## config.mk

```make
export PLATFORM = sky130hd
export DESIGN_NAME = ns_bin2onehot_pipe_flat
export DESIGN_NICKNAME = d
export VERILOG_FILES = /design/src/rtl/ns_codec_pkg.sv /design/src/rtl/ns_bin2onehot_pipe_if.sv /design/src/rtl/ns_skid_buf.sv /design/src/rtl/ns_bin2onehot_pipe.sv /design/src/flat_wrapper.sv
export SDC_FILE = /design/constraint.sdc
export NUM_CORES = 1
export LEC_CHECK = 0
export ABC_AREA = 1
export CAP_MARGIN = 10
export CORE_ASPECT_RATIO = 0.5
export CORE_MARGIN = 10
export CORE_UTILIZATION = 34
export DETAILED_ROUTE_END_ITERATION = 7
export PLACE_DENSITY_LB_ADDON = 0.3
export RECOVER_POWER = 25
export SYNTH_ARGS = -nofsm -noshare
export SYNTH_HDL_FRONTEND = slang
export SYNTH_SLANG_ARGS = --single-unit
```

## constraint.sdc

```tcl
create_clock -name clk -period 3 [get_ports clk]
set_input_delay 0.6 -clock clk [delete_from_list [all_inputs] [get_ports clk]]
set_output_delay 0.6 -clock clk [all_outputs]
set_load 0.02 [all_outputs]
```

## src/rtl/ns_codec_pkg.sv

```systemverilog
// ---------------------------------------------------------------------------
// ns_codec_pkg
// Shared definitions for the one-hot / binary codec group.
//   - MAX_ONE_HOT_WIDTH / MAX_BIN_WIDTH : widest vector the helpers handle
//   - calc_bin_width()                  : binary index width for a vector
//   - onehot_decode()                   : binary index -> {vec, err}
//   - skid_state_t                      : occupancy states of the skid buffer
// ---------------------------------------------------------------------------
package ns_codec_pkg;

    localparam int MAX_ONE_HOT_WIDTH = 64;
    localparam int MAX_BIN_WIDTH     = 6;

    // Width of a binary index addressing a vector of 'width' bits. A 2-bit
    // vector still needs one index bit, so never return less than 1.
    function automatic int calc_bin_width(input int width);
        return (width <= 2) ? 1 : $clog2(width);
    endfunction

    // Decodes a binary index into a one-hot vector of 'width' live bits.
    // Result layout is {vec, err}, so callers can truncate the result to
    // their own width+1 and keep {vec[width-1:0], err}. Indices at or above
    // 'width' give an all-zero vector with err set.
    function automatic logic [MAX_ONE_HOT_WIDTH:0] onehot_decode(
        input logic [MAX_BIN_WIDTH-1:0] bin,
        input int                       width
    );
        logic [MAX_ONE_HOT_WIDTH-1:0] vec;
        logic                         err;
        if (int'(bin) < width) begin
            vec = {{(MAX_ONE_HOT_WIDTH-1){1'b0}}, 1'b1} << bin;
            err = 1'b0;
        end else begin
            vec = '0;
            err = 1'b1;
        end
        return {vec, err};
    endfunction

    // Occupancy of the 2-entry skid buffer.
    typedef enum logic [1:0] {
        BUF_EMPTY = 2'd0,
        BUF_ONE   = 2'd1,
        BUF_FULL  = 2'd2
    } skid_state_t;

endpackage

```

## src/rtl/ns_bin2onehot_pipe_if.sv

```systemverilog
// ---------------------------------------------------------------------------
// ns_bin2onehot_pipe_if
// Handshake bundle of the binary-to-one-hot decoder.
//   in_valid/in_ready/bin_code         : binary index stream into the block
//   out_valid/out_ready/one_hot_code/
//   out_err                            : decoded stream out of the block
// Modports:
//   master : the environment (drives indices and out_ready)
//   slave  : the decoder itself
// ---------------------------------------------------------------------------
interface ns_bin2onehot_pipe_if
    import ns_codec_pkg::*;
#(
    parameter int ONE_HOT_WIDTH = 8
);

    localparam int BIN_WIDTH = calc_bin_width(ONE_HOT_WIDTH);

    logic                     in_valid;
    logic                     in_ready;
    logic [BIN_WIDTH-1:0]     bin_code;
    logic                     out_valid;
    logic                     out_ready;
    logic [ONE_HOT_WIDTH-1:0] one_hot_code;
    logic                     out_err;

    modport master (
        output in_valid,
        output bin_code,
        output out_ready,
        input  in_ready,
        input  out_valid,
        input  one_hot_code,
        input  out_err
    );

    modport slave (
        input  in_valid,
        input  bin_code,
        input  out_ready,
        output in_ready,
        output out_valid,
        output one_hot_code,
        output out_err
    );

endinterface

```

## src/rtl/ns_skid_buf.sv

```systemverilog
// ---------------------------------------------------------------------------
// ns_skid_buf
// Two-entry skid buffer: an output register plus one skid register, so the
// upstream sees a registered in_ready and the stream still moves one word
// per cycle when the downstream is always ready.
// Ports:
//   clk, rst             : clock, synchronous active-high reset
//   in_valid/in_ready    : upstream handshake (in_ready is a flop)
//   in_data              : word accepted on in_valid & in_ready
//   out_valid/out_ready  : downstream handshake
//   out_data             : word at the head of the buffer
// ---------------------------------------------------------------------------
module ns_skid_buf
    import ns_codec_pkg::*;
#(
    parameter int DATA_WIDTH = 9
) (
    input  logic                  clk,
    input  logic                  rst,
    input  logic                  in_valid,
    output logic                  in_ready,
    input  logic [DATA_WIDTH-1:0] in_data,
    output logic                  out_valid,
    input  logic                  out_ready,
    output logic [DATA_WIDTH-1:0] out_data
);

    skid_state_t           state_q;
    skid_state_t           state_d;
    logic                  in_ready_q;
    logic                  in_ready_d;
    logic [DATA_WIDTH-1:0] out_reg_q;
    logic [DATA_WIDTH-1:0] skid_q;
    logic                  load_out_from_in;
    logic                  load_out_from_skid;
    logic                  load_skid;
    logic                  accept;
    logic                  xfer;

    assign accept    = in_valid & in_ready_q;
    assign xfer      = (state_q != BUF_EMPTY) & out_ready;
    assign in_ready  = in_ready_q;
    assign out_valid = (state_q != BUF_EMPTY);
    assign out_data  = out_reg_q;

    // Next-state and register-load decisions. The output register is always
    // the head of the FIFO; the skid register only fills when a word arrives
    // while the head is stalled. in_ready for the next cycle is taken from
    // the next state, which keeps out_ready off any combinational path to
    // in_ready while still reopening the input one cycle after a drain.
    always_comb begin
        state_d            = state_q;
        load_out_from_in   = 1'b0;
        load_out_from_skid = 1'b0;
        load_skid          = 1'b0;
        case (state_q)
            BUF_EMPTY: begin
                if (accept) begin
                    state_d          = BUF_ONE;
                    load_out_from_in = 1'b1;
                end
            end
            BUF_ONE: begin
                if (accept && xfer) begin
                    load_out_from_in = 1'b1;
                end else if (accept) begin
                    state_d   = BUF_FULL;
                    load_skid = 1'b1;
                end else if (xfer) begin
                    state_d = BUF_EMPTY;
                end
            end
            BUF_FULL: begin
                if (xfer) begin
                    state_d            = BUF_ONE;
                    load_out_from_skid = 1'b1;
                end
            end
            default: begin
                state_d = BUF_EMPTY;
            end
        endcase
        in_ready_d = (state_d != BUF_FULL);
    end

    // State, ready flop and the two data registers. Reset drops every
    // buffered word and holds in_ready low for the first cycle afterwards.
    always_ff @(posedge clk) begin
        if (rst) begin
            state_q    <= BUF_EMPTY;
            in_ready_q <= 1'b0;
            out_reg_q  <= '0;
            skid_q     <= '0;
        end else begin
            state_q    <= state_d;
            in_ready_q <= in_ready_d;
            if (load_out_from_in) begin
                out_reg_q <= in_data;
            end else if (load_out_from_skid) begin
                out_reg_q <= skid_q;
            end
            if (load_skid) begin
                skid_q <= in_data;
            end
        end
    end

endmodule

```

## src/rtl/ns_bin2onehot_pipe.sv

```systemverilog
// ---------------------------------------------------------------------------
// ns_bin2onehot_pipe
// Pipelined binary-to-one-hot decoder with a 2-entry skid buffer and a
// saturating debug counter of out-of-range indices.
// Ports:
//   clk, rst  : clock, synchronous active-high reset
//   bus       : handshake bundle (slave side), see ns_bin2onehot_pipe_if
//   err_clr   : clears err_cnt (an error accepted in the same cycle counts 1)
//   err_cnt   : saturating count of accepted out-of-range indices
// ---------------------------------------------------------------------------
module ns_bin2onehot_pipe
    import ns_codec_pkg::*;
#(
    parameter int ONE_HOT_WIDTH = 8,
    parameter int ERR_CNT_WIDTH = 8
) (
    input  logic                     clk,
    input  logic                     rst,
    ns_bin2onehot_pipe_if.slave      bus,
    input  logic                     err_clr,
    output logic [ERR_CNT_WIDTH-1:0] err_cnt
);

    localparam int BIN_WIDTH = calc_bin_width(ONE_HOT_WIDTH);
    localparam int ENTRY_W   = ONE_HOT_WIDTH + 1;

    logic [BIN_WIDTH-1:0] bin_idx;
    logic [ENTRY_W-1:0]   entry_in;
    logic [ENTRY_W-1:0]   entry_out;
    logic                 err_inc;

    // Decoding happens before the buffer, so each stored entry is already
    // {one_hot_code, out_err}; truncating the wide helper result keeps
    // exactly the live vector bits plus the error flag.
    assign bin_idx  = bus.bin_code;
    assign entry_in = ENTRY_W'(onehot_decode(MAX_BIN_WIDTH'(bin_idx), ONE_HOT_WIDTH));
    assign err_inc  = bus.in_valid & bus.in_ready & entry_in[0];

    ns_skid_buf #(
        .DATA_WIDTH (ENTRY_W)
    ) u_skid_buf (
        .clk       (clk),
        .rst       (rst),
        .in_valid  (bus.in_valid),
        .in_ready  (bus.in_ready),
        .in_data   (entry_in),
        .out_valid (bus.out_valid),
        .out_ready (bus.out_ready),
        .out_data  (entry_out)
    );

    assign bus.one_hot_code = entry_out[ENTRY_W-1:1];
    assign bus.out_err      = entry_out[0];

    // Error counter counts at accept time, so output backpressure has no
    // effect on it. A clear coinciding with an error leaves that error
    // counted, and the count sticks at all-ones instead of wrapping.
    always_ff @(posedge clk) begin
        if (rst) begin
            err_cnt <= '0;
        end else if (err_clr) begin
            err_cnt <= err_inc ? ERR_CNT_WIDTH'(1) : '0;
        end else if (err_inc && (err_cnt != '1)) begin
            err_cnt <= err_cnt + ERR_CNT_WIDTH'(1);
        end
    end

endmodule

```

## src/flat_wrapper.sv

```systemverilog
// flat-port wrapper written by rule: the top's interface ports become plain ports
module ns_bin2onehot_pipe_flat import ns_codec_pkg::*;
#(
    parameter int ONE_HOT_WIDTH = 8,
    parameter int ERR_CNT_WIDTH = 8
)
  (clk, rst, err_clr, err_cnt, bus_in_valid, bus_bin_code, bus_out_ready, bus_in_ready, bus_out_valid, bus_one_hot_code, bus_out_err);
  ns_bin2onehot_pipe_if #(.ONE_HOT_WIDTH(ONE_HOT_WIDTH)) bus_i ();
  input  logic clk;
  input  logic rst;
  input  logic err_clr;
  output logic [ERR_CNT_WIDTH-1:0] err_cnt;
  input wire logic [$bits(bus_i.in_valid)-1:0] bus_in_valid;
  input wire logic [$bits(bus_i.bin_code)-1:0] bus_bin_code;
  input wire logic [$bits(bus_i.out_ready)-1:0] bus_out_ready;
  output wire logic [$bits(bus_i.in_ready)-1:0] bus_in_ready;
  output wire logic [$bits(bus_i.out_valid)-1:0] bus_out_valid;
  output wire logic [$bits(bus_i.one_hot_code)-1:0] bus_one_hot_code;
  output wire logic [$bits(bus_i.out_err)-1:0] bus_out_err;
  assign bus_i.in_valid = bus_in_valid;
  assign bus_i.bin_code = bus_bin_code;
  assign bus_i.out_ready = bus_out_ready;
  assign bus_in_ready = bus_i.in_ready;
  assign bus_out_valid = bus_i.out_valid;
  assign bus_one_hot_code = bus_i.one_hot_code;
  assign bus_out_err = bus_i.out_err;
  ns_bin2onehot_pipe #(.ONE_HOT_WIDTH(ONE_HOT_WIDTH), .ERR_CNT_WIDTH(ERR_CNT_WIDTH)) u_core (.clk(clk), .rst(rst), .bus(bus_i), .err_clr(err_clr), .err_cnt(err_cnt));
endmodule
```

Word-level counts from Yosys, hierarchy flattened
Index checks and enable logic that the tools add are counted.
{"block": "totals", "register_bits": 19, "output_inout_bits": 19, "elab_cells": 29}
{"block": "classes", "eq_ne": 3, "n_shift": 1, "mux": 15, "bitwise_logic": 2, "n_reduce_logical": 4}
{"operator": "9-bit 2-to-1 mux", "n": 2}
{"operator": "2-bit 2-to-1 mux", "n": 5}
{"operator": "1-bit by 3-bit left shift with 8-bit output, first input constant", "n": 1}
{"operator": "1-bit 2-to-1 mux", "n": 6}
{"operator": "2-bit one-hot mux with 3 select lines", "n": 1}
{"operator": "2-bit nonzero test", "n": 2}
{"operator": "1-bit bitwise AND", "n": 2}
{"operator": "2-bit by 1-bit equality test with 1-bit output, second input constant", "n": 1}
{"operator": "2-bit equality test, second input constant", "n": 1}
{"operator": "2-bit zero test", "n": 1}
{"operator": "2-bit != test, second input constant", "n": 1}
{"operator": "1-bit one-hot mux with 2 select lines", "n": 1}
{"operator": "1-bit logical AND", "n": 1}

Logic depth before layout (Yosys ltp)
Gate-level depths: netlist of the first run.
{"block": "logic_depth", "word_depth": 7, "depth_mapped": 8}

Cells and area by module
From an unflattened synthesis of the first run, not the netlist that was laid out.
{"block": "hier_totals", "hier_cells": 151, "area_unflattened_um2": 1041.0}
{"module": "ns_skid_buf", "instances": 1, "cells_each": 127, "area_per_inst_um2": 920.9}
{"module": "ns_bin2onehot_pipe", "instances": 1, "cells_each": 24, "area_per_inst_um2": 120.1}

Worst setup path after synthesis of the first run
OpenSTA, ideal clock, no wires.
{"block": "synth_timing", "path_type": "in2reg", "from": "input port bus_in_valid", "to": "register u_core.u_skid_buf.skid_q[8]", "arrival_time_ns": 1.230, "required_time_ns": 2.883, "slack_ns": 1.654, "path_stages": 6, "path_buffers": 1, "path_cell_list": "nand2_1 nor2_2 nand3_2 buf_6 o21ai_2 a21oi_1"}
{"block": "synth_via", "elab_chain_len": 4, "elab_cells_between_ends": 5, "classes_between": "mux: 3; bitwise: 1; reduce/logical: 1"}
{"element": "start: declaration", "line_no": "flat_wrapper.sv:13", "rtl": "input wire logic [$bits(bus_i.in_valid)-1:0] bus_in_valid;"}
{"element": "1-bit bitwise AND (*)"}
{"element": "1-bit 2-to-1 mux or 1-bit logical AND (tied branches)", "line_no": "ns_skid_buf.sv:66, ns_skid_buf.sv:64"}
{"element": "1-bit 2-to-1 mux (*)", "line_no": "ns_skid_buf.sv:64", "rtl": "if (accept && xfer) begin"}
{"element": "1-bit 2-to-1 mux (*)", "line_no": "ns_skid_buf.sv:56", "rtl": "case (state_q)"}
{"element": "end signal: assignment", "line_no": "ns_skid_buf.sv:103", "rtl": "skid_q <= in_data;"}
{"element": "end: declaration", "line_no": "ns_skid_buf.sv:33", "rtl": "logic [DATA_WIDTH-1:0] skid_q;"}
Mark *: on every way between the ends. The rest lies on a longest branch, timed or not.
A chain may end at the register's enable or synchronous reset.

Worst setup path in the final report of the first run
{"block": "layout_timing", "from": "register u_core.u_skid_buf.state_q[1]", "to": "output port bus_out_valid"}
{"block": "layout_via", "elab_chain_len": 1}
{"element": "start: declaration", "line_no": "ns_skid_buf.sv:28", "rtl": "skid_state_t state_q;"}
{"element": "start signal: assignment", "line_no": "ns_skid_buf.sv:95", "rtl": "state_q <= state_d;"}
{"element": "2-bit nonzero test", "line_no": "ns_skid_buf.sv:43", "rtl": "assign out_valid = (state_q != BUF_EMPTY);"}
{"element": "end: declaration", "line_no": "flat_wrapper.sv:17", "rtl": "output wire logic [$bits(bus_i.out_valid)-1:0] bus_out_valid;"}
Every way passes these cells.

==> metrics.md, run 1 <==
| Metric | Value |
|---|---|
| Outcome | `complete, no violations` |
| # hold bufs at CTS | `0` |
| Area after DPL | `0.00116 sq mm` |
| Nets@finish | `170` |
| Async SR Flop Fraction | `0` |
| Worst vdd ir | `140 uV` |
| Reg2Reg Setup Slack | `1.65 ns` |
| First-pass GRT wire length | `3590 um` |
| Number of global-route vias before repair | `788` |
| Reg2Reg Depth | `4` |
| Routed len/inst | `10.6 um` |
| Switch Pwr | `0.158 mW` |
| Reg2reg start | `u_core.u_skid_buf.state_q[1]$_SDFF_PP0_` |
| Post-synth top area cell | `dfxtp_1` |
| Crit path capture | `bus_out_valid` |
| Combinational share of power | `0.190` |
| Total Power | `0.556 mW` |
| CTS sink count | `19` |
| Internal | `0.399 mW` |
| Fin util | `0.441` |
| Flop and latch count out of synthesis | `19` |
| N_diodes | `0` |
| I/O pin cnt | `27` |
| WL final | `2100 um` |
| Fillers | `289` |
| Initial core utilization | `0.372` |
| Sw Ratio | `0.283` |
| Hold Path Class | `reg2reg` |
| FMAX | `484 MHz` |
| Clk Latency, worst-skew pair | `0.25 ns` |
| Multi-input logic area | `454 sq um` |
| LEAKAGE | `0.495 nW` |
| Post-DP HPWL | `1650 um` |
| Post-synth EDFFs | `0` |
| Unrepaired setup endpoints after global routing | `false` |
| Clock Skews | `0.00268 ns` |
| DR vias/cell | `4.42` |
| Ys flop type | `dfxtp_1` |
| Synth Cell Area | `0.00100 sq mm` |
| Routed Antenna Nets | `0` |
| TritonCTS clock tree | `done` |
| Vias | `876` |
| FF+latch area | `380 sq um` |
| Row cnt | `13` |
| Die ar. | `0.00566 sq mm` |
| Sequential cell area fraction in the yosys report | `0.379` |
| Share of the synthesized area in the top cell type | `0.379` |
| Congestion Overflow GR | `0` |
| Chip Width | `96.8 um` |
| CTS root buf | `clkbuf_8` |
| Synth top area cells | `dfxtp_1, nand2_1, a21oi_1` |
| Synth top cells by count | `nand2_1, inv_1, a21oi_1, dfxtp_1, o21ai_0` |
| Fin crit share | `0.688` |
| Mean post-synth cell area | `6.97 sq um` |
| Pwr/cell area | `467 mW/mm^2` |
| CP cell instances | `nor2_2, inv_1, clkdlybuf4s50_1` |
| Largest net degree at the start of global routing | `17` |
| CTS Buf Count | `3` |
| Worst endpoint required time | `2.40 ns` |
| Tot GR Track Use | `0.0757` |
| Cells after Synth | `144` |
| Synth warnings | `0` |
| DIE HEIGHT | `58.4 um` |
| Core box area | `0.00270 sq mm` |
| GPL Wtd Cong | `0.787` |
| CP startpoint kind | `flop` |
| CTS resizes | `0` |
| WP data arrival | `1.46 ns` |
| Fin Setup TNS | `0 ns` |
| Layout cells sized above 1 | `0.0807` |
| Finished Cell Area | `0.00119 sq mm` |
| Final setup viols | `0` |
| Clk pwr share | `0.322` |
| Worst-path clk slew | `0.07 ns` |
| Htree depth | `1` |
| Netlist cell types | `20` |
| Final hold violations | `0` |
| Worst r2r dst | `u_core.u_skid_buf.skid_q[6]$_SDFFE_PP0P_` |
| Initial antenna violation count | `0` |
| Growth of design area from synthesis to finish | `18.7%` |
| Sequential Power Share | `0.488` |
| Fin crit period | `2.06 ns` |
| Kind of critical path | `reg2out` |
| Most numerous cell in the Yosys netlist | `nand2_1` |
| DRT iter0 DRCs | `32` |
| Worst setup path startpoint | `u_core.u_skid_buf.state_q[1]$_SDFF_PP0_` |
| Crit-path max FO | `7` |
| CP Capture Type | `output pin` |
| 1st-pass router iterations | `4` |
| Clk buf depth | `2` |
| Number of post-CTS setup repair buffers | `0` |
| Max-cap violation count | `0` |
| # DRC | `0` |
| CP max stage delay | `0.59 ns` |
| Slew Limit Fails | `0` |
| CP max stage cell | `clkdlybuf4s50_1` |
| Port Buffers | `16` |
-- cell families (layout without fill, tap and decap cells) --
kind of cell | after synthesis | after routing | share of synthesized area
other | 1 | 9 | 0.00374
DFF | 19 | 19 | 0.379
and+or+nand+nor | 48 | 48 | 0.221
AOI/OAI and AO/OA | 37 | 37 | 0.208
buffers and inverters | 39 | 48 | 0.188
-- routing by layer --
metal	vias up	wire [um]	GRT usage	part of all wire
li1	472	-	-	-
met1	386	1000	0.0855	0.48
met2	18	949	0.122	0.45
met3	0	148	0.0396	0.070
met4	0	0	0.0251	0
met5	-	0	0	0
-- cells in the final DEF, fill, tap and decap left out, drive strengths merged --
cell            n
a21oi          19
clkbuf          4
clkdlybuf4s50  14
conb            9
dfxtp          19
dlygate4sd3     2
inv            28
nand2          29
nand3           7
nor2            4
nor3            8
o211ai          1
o21ai          17
-- through the flow --
step	hold WS [ns]	instances	worst slack [ns]
after floorplan	0.418	152	1.65
after global placement	0.432	194	0.987
after detailed placement	0.436	194	0.963
after CTS	0.446	198	0.928
after global routing	0.463	198	0.855
final	0.447	198	0.935
-- worst min path at each step --
stage	start	end	slack [ns]	cells after the start
after floorplan	u_core.u_skid_buf.skid_q[7]$_SDFFE_PP0P_	u_core.u_skid_buf.skid_q[7]$_SDFFE_PP0P_	0.42	2
after detailed placement	u_core.u_skid_buf.skid_q[5]$_SDFFE_PP0P_	u_core.u_skid_buf.skid_q[5]$_SDFFE_PP0P_	0.44	2
after CTS	u_core.u_skid_buf.skid_q[5]$_SDFFE_PP0P_	u_core.u_skid_buf.skid_q[5]$_SDFFE_PP0P_	0.45	2
final	u_core.u_skid_buf.skid_q[1]$_SDFFE_PP0P_	u_core.u_skid_buf.skid_q[1]$_SDFFE_PP0P_	0.45	2
after global routing	u_core.u_skid_buf.skid_q[5]$_SDFFE_PP0P_	u_core.u_skid_buf.skid_q[5]$_SDFFE_PP0P_	0.46	2
after global placement	u_core.u_skid_buf.skid_q[4]$_SDFFE_PP0P_	u_core.u_skid_buf.skid_q[4]$_SDFFE_PP0P_	0.43	2
-- layout make-up --
type,instances,share of cell area
Multi-Input combinational cell,94,0.381
Sequential cell,19,0.319
Timing Repair Buffer,16,0.134
Inverter,28,0.0882
Tap cell,37,0.0389
Clock buffer,4,0.0378
-- critical path, delay by kind of cell, from the launching register on --
family | cells | cell delay, ns
buf+inv | 2 | 0.64
flops | 1 | 0.49
simple gates | 1 | 0.07
-- flip-flops by register name, indices dropped and copies added, names as in the netlist --
register,flops
u_core.u_skid_buf.in_ready,1
u_core.u_skid_buf.state_q,2
u_core.u_skid_buf.out_data,8
u_core.u_skid_buf.skid_q,8
-- power by group through the flow --
stage / logic, mW / clock network (mW) / registers (mW)
global route: 0.117 / 0.199 / 0.273
floorplan: 0.0671 / 0 / 0.287
CTS: 0.108 / 0.183 / 0.271
finish: 0.105 / 0.179 / 0.271
global placement: 0.107 / 0 / 0.277
detailed placement: 0.108 / 0 / 0.277
(Power assumes the default switching activity.)
==> run 2, diff against run 1 <==
- clock period: 3 -> 1.7 ns (I/O delays scaled with it)
==> run 2 against run 1 <==
First-iteration DRC count shrank 31%. Utilization grew 1.9 points. Sequential share of layout area shrank 1.2 points. Die area is the same. Worst setup slack lost 0.78 ns. Critical path type unchanged. Largest cell class unchanged.
==> metrics.md, run 2 (same netlist as run 1, synthesis figures left out) <==
| Metric | Value |
|---|---|
| DIE HEIGHT | `58.4 um (unchanged)` |
| Core box area | `0.00270 sq mm (unchanged)` |
| Commonest non-fill, non-tap cell in the layout | `nand2_1` |
| 1st-pass router iterations | `4 (unchanged)` |
| WHS | `0.442 ns (-0.00495 ns)` |
| Tot GR Track Use | `0.0768 (+0.00113)` |
| Fin crit period | `1.55 ns` |
| Die ar. | `0.00566 sq mm (unchanged)` |
| Pwr/cell area | `804 mW/mm^2 (+72%)` |
| WL final | `2160 um (+2.8%)` |
| N_diodes | `0 (unchanged)` |
| Fin crit share | `0.910` |
| Vias | `906 (+3.4%)` |
| DR vias/cell | `4.44 (+0.38%)` |
| Placed cell count | `200 (+3.1%)` |
| CP max stage delay | `0.61 ns (+0.02 ns)` |
| I/O pin cnt | `27 (unchanged)` |
| Routed Antenna Nets | `0 (unchanged)` |
| Clk Latency, worst-skew pair | `0.26 ns (about the same)` |
| Final hold violations | `0 (unchanged)` |
| Worst-path clk slew | `0.07 ns (about the same)` |
| WP buf/inv | `1 (-1)` |
| Nets@finish | `176 (+3.5%)` |
| Number of global-route vias before repair | `807 (+2.4%)` |
| Largest net degree at the start of global routing | `17 (unchanged)` |
| Commonest cells after routing, fill and taps aside | `nand2_1, inv_1, a21oi_1` |
| Crit-path max FO | `2 (-5)` |
| Max-cap violation count | `0 (unchanged)` |
| Kind of critical path | `reg2out` |
| Met1 GRT Util | `0.0858 (+0.000319)` |
| Final setup margin | `0.153 ns (-0.782 ns)` |
| CTS Buf Count | `3 (unchanged)` |
| Crit path max-delay family | `buffers and inverters` |
| Multi-input logic area | `448 sq um (-1.4%)` |
| CTS sink count | `19 (unchanged)` |
| Clock Skews | `0.00311 ns (+0.000433 ns)` |
| Hold Path Class | `reg2reg` |
| Layout cells sized above 1 | `0.108 (+0.0270)` |
| Unrepaired setup endpoints after global routing | `false` |
| # DRC | `0 (unchanged)` |
| Slew Limit Fails | `0 (unchanged)` |
| GR Layer Usage met3 | `0.0384 (-0.00116)` |
| CP Capture Type | `output pin` |
| Initial core utilization | `0.372 (unchanged)` |
| Row cnt | `13 (unchanged)` |
| Grt peak-use layer | `met2` |
| Outcome | `complete, no violations` |
| Chip Width | `96.8 um (unchanged)` |
| Met2 usage | `0.127 (+0.00473)` |
| FMAX | `646 MHz` |
| Routed len/inst | `10.6 um (-0.26%)` |
| Fillers | `282 (-2.4%)` |
| Post-Place Worst Slack | `-0.0492 ns (-1.01 ns)` |
| WP data arrival | `1.21 ns (-0.25 ns)` |
| Total Power | `1.00 mW (+80%)` |
| CP cell instances | `clkdlybuf4s50_1` |
| Initial antenna violation count | `0 (unchanged)` |
| Worst vdd ir | `276 uV (+97%)` |
| Final non-filler cell total | `204 (+3.0%)` |
| Htree depth | `1 (unchanged)` |
| Growth of design area from synthesis to finish | `23.8%` |
| FF+latch area | `382 sq um (+0.33%)` |
| CTS root buf | `clkbuf_8` |
| DRT iter0 DRCs | `22 (-31%)` |
| Final setup viols | `0 (unchanged)` |
| Worst endpoint required time | `1.36 ns (-1.04 ns)` |
| Number of post-CTS setup repair buffers | `0 (unchanged)` |
| Fin util | `0.460 (+0.0190)` |
| CP max stage cell | `clkdlybuf4s50_1` |
| Congestion Overflow GR | `0 (unchanged)` |
| Clk buf depth | `2 (unchanged)` |
| CP startpoint kind | `flop` |
| Post-DP HPWL | `1720 um (+4.2%)` |
| Port Buffers | `16 (unchanged)` |
| First-pass GRT wire length | `3680 um (+2.3%)` |
| LEAKAGE | `0.532 nW (+7.5%)` |
| TritonCTS clock tree | `done` |
| GPL Wtd Cong | `0.803 (+2.0%)` |
==> run 2: cell count changes in the layout (fill, tap and decap cells not counted), sizes merged <==
cell and delta:
buf +6, dlygate4sd3 -2, clkdlybuf4s50 +1, dlygate4sd2 +1
==> run 2: report_power, final <==
| part | switching [mW] | internal [mW] | leakage [nW] |
|---|---|---|---|
| registers | 0.0118 | 0.467 | 0.156 |
| clock network | 0.156 | 0.167 | 0.0228 |
| logic | 0.118 | 0.0800 | 0.354 |
| total | 0.285 | 0.714 | 0.532 |
==> run 2: final cells by class <==
type                            count  area share
Clock buffer                        4      0.0363
Tap cell                           37      0.0373
Inverter                           28      0.0846
Multi-Input combinational cell     94       0.361
Sequential cell                    19       0.307
Timing Repair Buffer               22       0.174
==> run 2: metal layers <==
layer,part of all wire,up-vias
met2,0.46,18
met1,0.48,399
met5,0,-
met3,0.061,2
li1,-,487
met4,0.0046,0
==> run 2: stage by stage <==
step	area (sq um)	setup TNS [ns]
2_1_floorplan	1030	0
3_5_place_dp	1210	-0.273
4_1_cts	1260	0
3_3_place_gp	1210	-0.103
5_1_grt	1240	0
6_report	1240	0
==> run 2: path summary, 6_finish.rpt <==
path,start,end,slack [ns],cells past startpoint
setup / recovery,u_core.u_skid_buf.out_data[8]$_SDFFE_PP0P_,bus_one_hot_code[7],0.15,1
hold / removal,u_core.u_skid_buf.skid_q[7]$_SDFFE_PP0P_,u_core.u_skid_buf.skid_q[7]$_SDFFE_PP0P_,0.44,2
setup reg to reg,u_core.u_skid_buf.state_q[1]$_SDFF_PP0_,u_core.u_skid_buf.skid_q[1]$_SDFFE_PP0P_,0.32,5
hold reg to reg,u_core.u_skid_buf.skid_q[7]$_SDFFE_PP0P_,u_core.u_skid_buf.skid_q[7]$_SDFFE_PP0P_,0.44,2
==> run 2: timing repair <==
action | in CTS | in global routing
setup endpoints to repair | 1 | 0
hold buffers | 0 | 0
gates resized for setup | 2 | 0
==> run 3, diff against run 2 <==
==> constraint.sdc (replaced) <==
create_clock -name clk -period 1.7 [get_ports clk]
set_input_delay 0.17 -clock clk [delete_from_list [all_inputs] [get_ports clk]]
set_output_delay 0.17 -clock clk [all_outputs]
set_load 0.02 [all_outputs]
==> run 3 against run 2 <==
Critical path depth is 2 higher. Cell area is 4.0% lower. Critical path type unchanged. Sequential cell count stayed put.
==> metrics.md, run 3 (same netlist as run 1, synthesis figures left out) <==
| Metric | Value |
|---|---|
| Outcome | `complete, no violations` |
| Internal | `0.704 mW (-1.4%)` |
| Congestion Overflow GR | `0 (unchanged)` |
| Number of post-CTS setup repair buffers | `0 (unchanged)` |
| Clk pwr share | `0.319 (-0.004)` |
| Worst endpoint required time | `1.53 ns (+0.17 ns)` |
| CTS sink count | `19 (unchanged)` |
| FF+latch area | `382 sq um (unchanged)` |
| 1st-pass router iterations | `4 (unchanged)` |
| First-pass GRT wire length | `3770 um (+2.4%)` |
| WP data arrival | `1.41 ns (+0.20 ns)` |
| DRT iter0 DRCs | `40 (+82%)` |
| Area after DPL | `0.00116 sq mm (-4.7%)` |
| Fin crit share | `0.928 (+0.0180)` |
| CTS resizes | `0 (-2)` |
| WL final | `2130 um (-1.5%)` |
| Initial antenna violation count | `0 (unchanged)` |
| Crit-path max FO | `5 (+3)` |
| Finished Cell Area | `0.00119 sq mm (-4.0%)` |
| CTS root buf | `clkbuf_8` |
| Vias | `876 (-3.3%)` |
| Fillers | `302 (+7.1%)` |
| Sequential Power Share | `0.490 (+0.011)` |
| CP startpoint kind | `flop` |
| Kind of critical path | `reg2out` |
| Unrepaired setup endpoints after global routing | `false` |
| # hold bufs at CTS | `0 (unchanged)` |
| Number of global-route vias before repair | `831 (+3.0%)` |
| Nets@finish | `170 (-3.4%)` |
| Commonest cells after routing, fill and taps aside | `nand2_1, inv_1, a21oi_1` |
| Final setup viols | `0 (unchanged)` |
| Routed Antenna Nets | `0 (unchanged)` |
| CTS Buf Count | `3 (unchanged)` |
| Clock Skews | `0.000833 ns (-0.00228 ns)` |
| N_diodes | `0 (unchanged)` |
| Slew Limit Fails | `0 (unchanged)` |
| TritonCTS clock tree | `done` |
| Growth of design area from synthesis to finish | `18.8%` |
| Initial core utilization | `0.372 (unchanged)` |
| Clk buf depth | `2 (unchanged)` |
| Worst vdd ir | `226 uV (-18%)` |
| Clk Latency, worst-skew pair | `0.25 ns (about the same)` |
| DR vias/cell | `4.42 (-0.38%)` |
| Core box area | `0.00270 sq mm (unchanged)` |
| Commonest non-fill, non-tap cell in the layout | `nand2_1` |
| Post-DP HPWL | `1690 um (-2.0%)` |
| Layout cells sized above 1 | `0.0870 (-0.0208)` |
| Largest net degree at the start of global routing | `17 (unchanged)` |
| Fin Setup TNS | `0 ns (unchanged)` |
| Multi-input logic area | `454 sq um (+1.4%)` |
| Worst-path clk slew | `0.07 ns (about the same)` |
| Switch Pwr | `0.273 mW (-4.4%)` |
| Sw Ratio | `0.279 (-0.00616)` |
| Combinational share of power | `0.191 (-0.007)` |
| FMAX | `634 MHz (-1.9%)` |
| Hold Path Class | `reg2reg` |
| WHS | `0.446 ns (+0.00352 ns)` |
| # DRC | `0 (unchanged)` |
| Port Buffers | `16 (unchanged)` |
| Fin crit period | `1.58 ns (+0.0306 ns)` |
| Final hold violations | `0 (unchanged)` |
| Tot GR Track Use | `0.0809 (+0.00408)` |
| Pwr/cell area | `819 mW/mm^2 (+1.8%)` |
| Total Power | `0.977 mW (-2.3%)` |
| Chip Width | `96.8 um (unchanged)` |
| LEAKAGE | `0.496 nW (-6.9%)` |
| Row cnt | `13 (unchanged)` |
| Die ar. | `0.00566 sq mm (unchanged)` |
| CP Capture Type | `output pin` |
| I/O pin cnt | `27 (unchanged)` |
| Routed len/inst | `10.7 um (+1.5%)` |
| Max-cap violation count | `0 (unchanged)` |
| Htree depth | `1 (unchanged)` |
| GPL Wtd Cong | `0.783 (-2.4%)` |
| DIE HEIGHT | `58.4 um (unchanged)` |
| Fin util | `0.442 (-0.0185)` |
[run 3: critical path: stages, from the launching register on]
cell,delay (ns)
dfxtp_1,0.43
nor2_2,0.08
inv_1,0.05
clkdlybuf4s50_1,0.59
[run 3: metrics by stage]
step,setup slack (ns),cells
global placement,0.123,194
floorplan,0.483,152
CTS,0.0569,198
finish,0.122,198
detailed placement,0.0917,194
global route,0.0144,198
[run 3: layer usage]
metal  GRT usage  part of all wire  routed length (um)  vias up
met5           0                 0                   0        -
met4      0.0501             0.021                  44        0
met3      0.0407             0.072                 154        4
met2       0.126              0.44                 940       17
met1      0.0882              0.46                 986      381
li1            -                 -                   -      474
[run 3: final timing paths]
path	from	end	slack (ns)	cells past startpoint
min reg2reg	u_core.u_skid_buf.skid_q[5]$_SDFFE_PP0P_	u_core.u_skid_buf.skid_q[5]$_SDFFE_PP0P_	0.45	2
max reg2reg	u_core.u_skid_buf.state_q[0]$_SDFF_PP0_	u_core.u_skid_buf.skid_q[6]$_SDFFE_PP0P_	0.40	4
max	u_core.u_skid_buf.state_q[0]$_SDFF_PP0_	bus_out_valid	0.12	3
min	u_core.u_skid_buf.skid_q[5]$_SDFFE_PP0P_	u_core.u_skid_buf.skid_q[5]$_SDFFE_PP0P_	0.45	2
[run 3: power by group through the flow]
| stage | logic, mW | clock network (mW) | registers [mW] |
|---|---|---|---|
| 2_1_floorplan | 0.118 | 0 | 0.507 |
| 3_3_place_gp | 0.189 | 0 | 0.489 |
| 3_5_place_dp | 0.190 | 0 | 0.489 |
| 4_1_cts | 0.191 | 0.330 | 0.479 |
| 5_1_grt | 0.208 | 0.355 | 0.482 |
| 6_report | 0.186 | 0.312 | 0.479 |
[run 3: layout make-up]
cell class,count,share of cell area
inverter,28,0.0881
timing repair buffer,16,0.134
tap,37,0.0388
multi-input combinational,94,0.381
sequential,19,0.320
clock buffer,4,0.0378
